<file path="src/rtl/fft_sample_sequencer.sv">
// Sample sequencer around the FFT working RAM: delayed start, handshaked load, FFT kick, handshaked drain.
// Define BITREV_LOAD_EN to load samples in bit-reversed address order; otherwise loads are natural order.
module fft_sample_sequencer #(
  parameter int N_POINTS    = 32,
  parameter int ADDR_W      = 5,
  parameter int DATA_W      = 16,
  parameter int START_DELAY = 4
) (
  input  logic              clk,
  input  logic              rst,
  input  logic              start,
  input  logic              in_valid,
  input  logic [DATA_W-1:0] in_data,
  output logic              in_ready,
  output logic              ram_we,
  output logic [ADDR_W-1:0] ram_addr,
  output logic [DATA_W-1:0] ram_wdata,
  input  logic [DATA_W-1:0] ram_rdata,
  output logic              fft_start,
  input  logic              fft_finish,
  output logic              out_valid,
  output logic [DATA_W-1:0] out_data,
  output logic              out_last,
  input  logic              out_ready,
  output logic              busy,
  output logic              done
);

  typedef enum logic [2:0] {
    S_IDLE,
    S_DELAY,
    S_LOAD,
    S_RUN,
    S_DRAIN,
    S_DONE
  } state_t;

  localparam logic [7:0]        DLY_LAST = 8'((START_DELAY > 0) ? (START_DELAY - 1) : 0);
  localparam logic [ADDR_W-1:0] K_LAST   = ADDR_W'(N_POINTS - 1);
  localparam logic [ADDR_W:0]   RD_LAST  = (ADDR_W + 1)'(N_POINTS - 1);
  localparam logic [ADDR_W:0]   RD_END   = (ADDR_W + 1)'(N_POINTS);

  state_t              state;
  logic [7:0]          dly_cnt;
  logic [ADDR_W-1:0]   wr_cnt;
  logic [ADDR_W:0]     rd_cnt;
  logic                out_fresh;
  logic [DATA_W-1:0]   out_hold;
  logic                wr_fire;
  logic                rd_fire;

  function automatic logic [ADDR_W-1:0] load_addr(input logic [ADDR_W-1:0] k);
    logic [ADDR_W-1:0] a;
`ifdef BITREV_LOAD_EN
    for (int i = 0; i < ADDR_W; i++) begin
      a[i] = k[ADDR_W-1-i];
    end
`else
    a = k;
`endif
    return a;
  endfunction

  assign wr_fire = in_ready & in_valid;
  assign rd_fire = (state == S_DRAIN) && (rd_cnt != RD_END) && (!out_valid || out_ready);

  // The word read last cycle is presented straight from the RAM; a stalled word is parked in out_hold.
  assign out_data = out_fresh ? ram_rdata : out_hold;

  always_comb begin
    ram_we    = wr_fire;
    ram_wdata = wr_fire ? in_data : '0;
    ram_addr  = '0;
    if (state == S_LOAD) begin
      ram_addr = load_addr(wr_cnt);
    end else if (state == S_DRAIN) begin
      ram_addr = rd_cnt[ADDR_W-1:0];
    end
  end

  always_ff @(posedge clk or posedge rst) begin
    if (rst) begin
      state     <= S_IDLE;
      dly_cnt   <= '0;
      wr_cnt    <= '0;
      rd_cnt    <= '0;
      in_ready  <= 1'b0;
      busy      <= 1'b0;
      fft_start <= 1'b0;
      done      <= 1'b0;
      out_valid <= 1'b0;
      out_last  <= 1'b0;
      out_fresh <= 1'b0;
      out_hold  <= '0;
    end else begin
      fft_start <= 1'b0;
      done      <= 1'b0;
      out_fresh <= rd_fire;
      if (out_fresh) begin
        out_hold <= ram_rdata;
      end
      if (rd_fire) begin
        out_valid <= 1'b1;
        out_last  <= (rd_cnt == RD_LAST);
        rd_cnt    <= rd_cnt + 1'b1;
      end else if (out_valid && out_ready) begin
        out_valid <= 1'b0;
        out_last  <= 1'b0;
      end

      case (state)
        S_IDLE: begin
          if (start) begin
            busy    <= 1'b1;
            dly_cnt <= '0;
            if (START_DELAY == 0) begin
              state    <= S_LOAD;
              in_ready <= 1'b1;
            end else begin
              state <= S_DELAY;
            end
          end
        end
        S_DELAY: begin
          if (dly_cnt == DLY_LAST) begin
            dly_cnt  <= '0;
            in_ready <= 1'b1;
            state    <= S_LOAD;
          end else begin
            dly_cnt <= dly_cnt + 8'd1;
          end
        end
        S_LOAD: begin
          if (wr_fire) begin
            if (wr_cnt == K_LAST) begin
              wr_cnt    <= '0;
              in_ready  <= 1'b0;
              fft_start <= 1'b1;
              state     <= S_RUN;
            end else begin
              wr_cnt <= wr_cnt + 1'b1;
            end
          end
        end
        // fft_start is still high on the first RUN cycle, so a finish seen then is ignored.
        S_RUN: begin
          if (!fft_start && fft_finish) begin
            rd_cnt <= '0;
            state  <= S_DRAIN;
          end
        end
        S_DRAIN: begin
          if (out_valid && out_ready && out_last) begin
            done  <= 1'b1;
            state <= S_DONE;
          end
        end
        S_DONE: begin
          busy   <= 1'b0;
          rd_cnt <= '0;
          state  <= S_IDLE;
        end
        default: state <= S_IDLE;
      endcase
    end
  end

endmodule
</file>
<file path="config.mk">
export PLATFORM = sky130hd
export DESIGN_NAME = fft_sample_sequencer
export DESIGN_NICKNAME = d
export VERILOG_FILES = /design/src/rtl/fft_sample_sequencer.sv
export SDC_FILE = /design/constraint.sdc
export NUM_CORES = 1
export LEC_CHECK = 0
export BUFFER_PORTS_ARGS = -buffer_cell sky130_fd_sc_hd__buf_2
export CORE_MARGIN = 1.5
export CORE_UTILIZATION = 49
export DETAILED_ROUTE_END_ITERATION = 10
export PLACE_DENSITY = 0.79
export RECOVER_POWER = 100
export SLEW_MARGIN = 20
export SYNTH_ARGS = -nofsm -noshare
export SYNTH_HDL_FRONTEND = slang
export SYNTH_SLANG_ARGS = --single-unit
</file>
<file path="constraint.sdc">
create_clock -name clk -period 2 [get_ports clk]
set_clock_uncertainty 0.15 [all_clocks]
set_input_delay 0.2 -clock clk [delete_from_list [all_inputs] [get_ports clk]]
set_output_delay 0.2 -clock clk [all_outputs]
set_load 0.03 [all_outputs]
</file>
# Word-level counts from Yosys, hierarchy flattened
# Index checks and enable logic that the tools add are counted.
# word_totals
regBits,45
inputBits,38
output_inout_bits,44
wordCells,81
# classes
n_addsub,3
eq_ne,15
mux,32
bitwise_logic,1
reduce_logical,18
# op_table
cell,n
$mux 16,2
$mux 3,6
$mux 8,2
$pmux 8 s2,1
$mux 5,3
$pmux 3 s5,1
$mux 1,12
$mux 6,2
$pmux 6 s2,1
$add 8x1->8 const B,1
$eq 8x2->1 const B,1
$ne 2x2->1 const B,4
$reduce_bool 2->1,4
$add 6x1->6 const B,1
$eq 3x2->1 const B,2
$eq 3x3->1 const B,2
$eq 6x5->1 const B,1
$ne 6x6->1 const B,1
$reduce_and 2->1,3
$reduce_and 6->1,1
$add 5x1->5 const B,1
$eq 5x5->1 const B,1
$logic_and 1x1->1,5
$ne 2x1->1 const B,2
7 further kinds,9

# Longest topological paths before layout
# depth
ltp_word,6
depth_mapped,6
ltp_nobuf,6

# Worst setup path after synthesis
# OpenSTA, ideal clock, no wires.
# synth_path
kind,register to register
start,register in_ready
end,register wr_cnt[0]
setup_ns,0.125
arrival_ns,1.408
required_ns,1.725
setup_slack_ns,0.318
path_stages_with_launch,5
n_path_buf,0
synth_period_minus_slack_ns,1.682
path_cell_list,dfrtp_1 nand2_1 inv_1 nand3_1 mux2_2
# synth_between
elab_chain_len,2
# synth_rtl
item,line,rtl
"start, declared",14,"output logic in_ready,"
"start signal, assigned",87,in_ready <= 1'b0;
"start signal, assigned",118,in_ready <= 1'b1;
"start signal, assigned",127,in_ready <= 1'b1;
$and 1x1->1,64,assign wr_fire = in_ready & in_valid;
named net ram_we,15,"output logic ram_we,"
$reduce_and 2->1 (no line),-,
"end signal, assigned",141,wr_cnt <= wr_cnt + 1'b1;
"end, declared",45,logic [ADDR_W-1:0] wr_cnt;
# The timed path passes the listed nets, and every way through them passes these cells.
# A chain may end at the register's enable or synchronous reset.

# Worst setup path in the final report
# layout_path
start,register out_fresh
end,output port out_data[11]
# layout_between
elab_chain_len,1
# layout_rtl
item,line,rtl
"start, declared",47,logic out_fresh;
"start signal, assigned",98,out_fresh <= rd_fire;
$mux 16,-,
"end, declared",22,"output logic [DATA_W-1:0] out_data,"
# No other way between the ends.

==> results.ini <==
[synthesis]
synth-seq-cells=45
synth_warnings=0
syn-instance-count=220
synth_area_leader_cell=dfrtp_1
ys_types=40
synth_edf_count=0
syn_nets=263
syn_area_um2=2270
post_synth.cell_area_avg_um2=10.3
synthFlopType=dfrtp_1
yosys-top-cells-count=dfrtp_1, nor2_1, and3_1, mux2_2, nand2_1
synth_most_common_cell=dfrtp_1
async_flop_share_pct=100
yosysTopAreaCellShare_pct=49.7
yosysSeqAreaShare_pct=49.7
ys_top_cells_by_area=dfrtp_1, mux2_2, and3_1, nor2_1, ha_1

[sta]
slew-limit-headroom_pct=28.4
tightest_slew_ns=1.07
finalHoldViolations=0
fmax_mhz=518
holdWs_ns=0.00411
drv_slew=0
layout_min_cycle_time_ns=1.93
min_period_over_period_pct=96.6
tns_ns=0
fin_ws_ns=0.0682
rsz0062_at_grt=yes
setup_violations=0

[setup_path]
cp_data_required_time_ns=1.65
cp-end-kind=primary output
cp_slowest_cell=dfrtp_1
rrSetupSlack_ns=0.22
timing.rr.end=state[0]
crit_arrival_ns=1.58
reg2reg_from=state[1]
crit_fanout=12
cp-startpoint=out_fresh
slowest_delay_ns=0.45
worstSetupPathType=flip-flop to primary output
cp-start-kind=flip-flop
worstPathCellList=buf_4 > mux2_2 > buf_2
r2r_cells=4

[floorplan]
core_area_um2=4410
rows=24
die_w_um=71
start_util_pct=51.3
die_area_um2=5040
pin_count=82
die_y_um=71

[global_routing]
grt-ovfl-total=0
track_usage_pct=22.8
grt_first_pass_wirelength_mm=9.00
grt_max_degree=46
grt_pass1_vias=1916
grt_antenna_before_repair=0

[layout]
layout-drive-gt1-share_pct=36.1
area_growth_pct=32.9
fillCellCount=331
final_nets=363
diodes=0

[hold_path]
hp-class=input pin to flip-flop
min_to=out_hold[14]
hp-start=ram_rdata[14]
min_path_cells=2

[drt]
drt-pass1-iter-count=4
route.detailed.drc=0
dr.first_iter.drc_count=181
ant_nets=0
drt-total-wl_mm=5.44
wl_per_cell_um=14.6
routed_via_density=5.36
via_count=2001

[place]
pre_cts_ws_ns=0.189
hpwlAfterDp_mm=3.66
gp_congestion=0.869
port_buffers=81

[pwr]
power_w=0.00369
p_leak_nw=1.57
cellPowerDensity_nw_per_um2=1220
peakVddDrop_v=0.000979

[cts]
clockBufferDepth=2
cts_tree=done
clkSinkCount=45
clk-insertion-delay-late_ns=0.31
cts_max_level=2
cts_root_buffer=clkbuf_8
cts.clk_slew.worst_paths_ns=0.09
postCtsSetupRepairBufs=0
numCtsBuffers=5

[status]
status=complete, no violations

[run]
drv_cap=0

-- cell type report --
cell class | count | area (µm²) | share of cell area [%]
sequential | 45 | 1130 | 37.4
multi-input combinational | 158 | 1080 | 35.9
clock inverter | 3 | 46.3 | 1.54
timing repair buffer | 101 | 591 | 19.6
inverter | 9 | 33.8 | 1.12
clock buffer | 5 | 68.8 | 2.29
tap | 52 | 65.1 | 2.16
-- where the power goes --
part / internal, W / switching, W / total, W
logic: 0.000599 / 0.00100 / 0.00160
registers: 0.00118 / 0.000208 / 0.00139
clock network: 0.000374 / 0.000325 / 0.000699
total: 0.00215 / 0.00153 / 0.00369
-- worst max-delay path by stage --
stage               slack [ns]           end  depth (start not counted)
floorplan                 0.32     wr_cnt[0]                          4
global placement          0.27     rd_cnt[1]                          6
finish                    0.07  out_data[11]                          3
CTS                       0.07   ram_addr[1]                          4
detailed placement        0.19     wr_cnt[2]                          4
global route             -0.01   ram_addr[0]                          4
-- repair_timing --
item	CTS	global route
hold buffers	16	0
gates resized for setup	1	2
setup endpoints to repair	3	6
hold endpoints to repair	60	0
-- kinds of logic (layout without fill, tap and decap cells) --
group | after synthesis | in the layout | share of synthesized area (%)
simple gates | 95 | 95 | 23.2
flops | 45 | 45 | 49.7
compound gates | 32 | 32 | 9.28
mux | 19 | 19 | 9.39
buf+inv | 17 | 118 | 2.98
xor+xnor | 7 | 7 | 2.71
fa+ha+maj | 5 | 5 | 2.76
-- flip-flops by register name, indices dropped and copies added, names as in the netlist --
name       cells
fft_start      1
rd_cnt         6
out_valid      1
done           1
dly_cnt        8
out_fresh      1
out_hold      16
in_ready       1
wr_cnt         5
busy           1
state          3
out_last       1
-- metrics by stage --
| stage | std cells | area (µm²) | utilization (%) |
|---|---|---|---|
| after floorplan | 220 | 2270 | - |
| after global placement | 349 | 2730 | 61.9 |
| after detailed placement | 349 | 2730 | 61.9 |
| after CTS | 373 | 3010 | 68.2 |
| after global routing | 373 | 3010 | 68.2 |
| final | 373 | 3010 | 68.2 |
-- critical path, delay by kind of cell, from the launching register on --
family | cells | cell delay [ns]
multiplexers | 1 | 0.38
flip-flops | 1 | 0.45
buffers and inverters | 2 | 0.44
-- layout by cell type (no fill, tap or decap), drive strengths merged, types with 2 or more instances in the layout --
cell type / n
nor2: 24
buf: 82
dfrtp: 45
a21o: 2
nand4: 3
inv: 8
xnor2: 7
mux2: 18
a22o: 4
nor2b: 3
clkbuf: 8
a21oi: 7
a22oi: 5
ha: 5
o21ai: 9
clkinv: 2
nor4: 3
nor4b: 2
nand2: 15
and3: 18
nand3: 9
dlygate4sd3: 16
nand2b: 4
or3b: 2
and2: 2
nor3: 4
-- routing by layer --
layer  share of wire (%)  GRT usage [%]
met5                   0              0
met4                 1.2           7.34
met3                 3.0           6.27
met2                  53           37.3
met1                  43           29.6
Note: power is estimated with default switching activity, not from simulation.
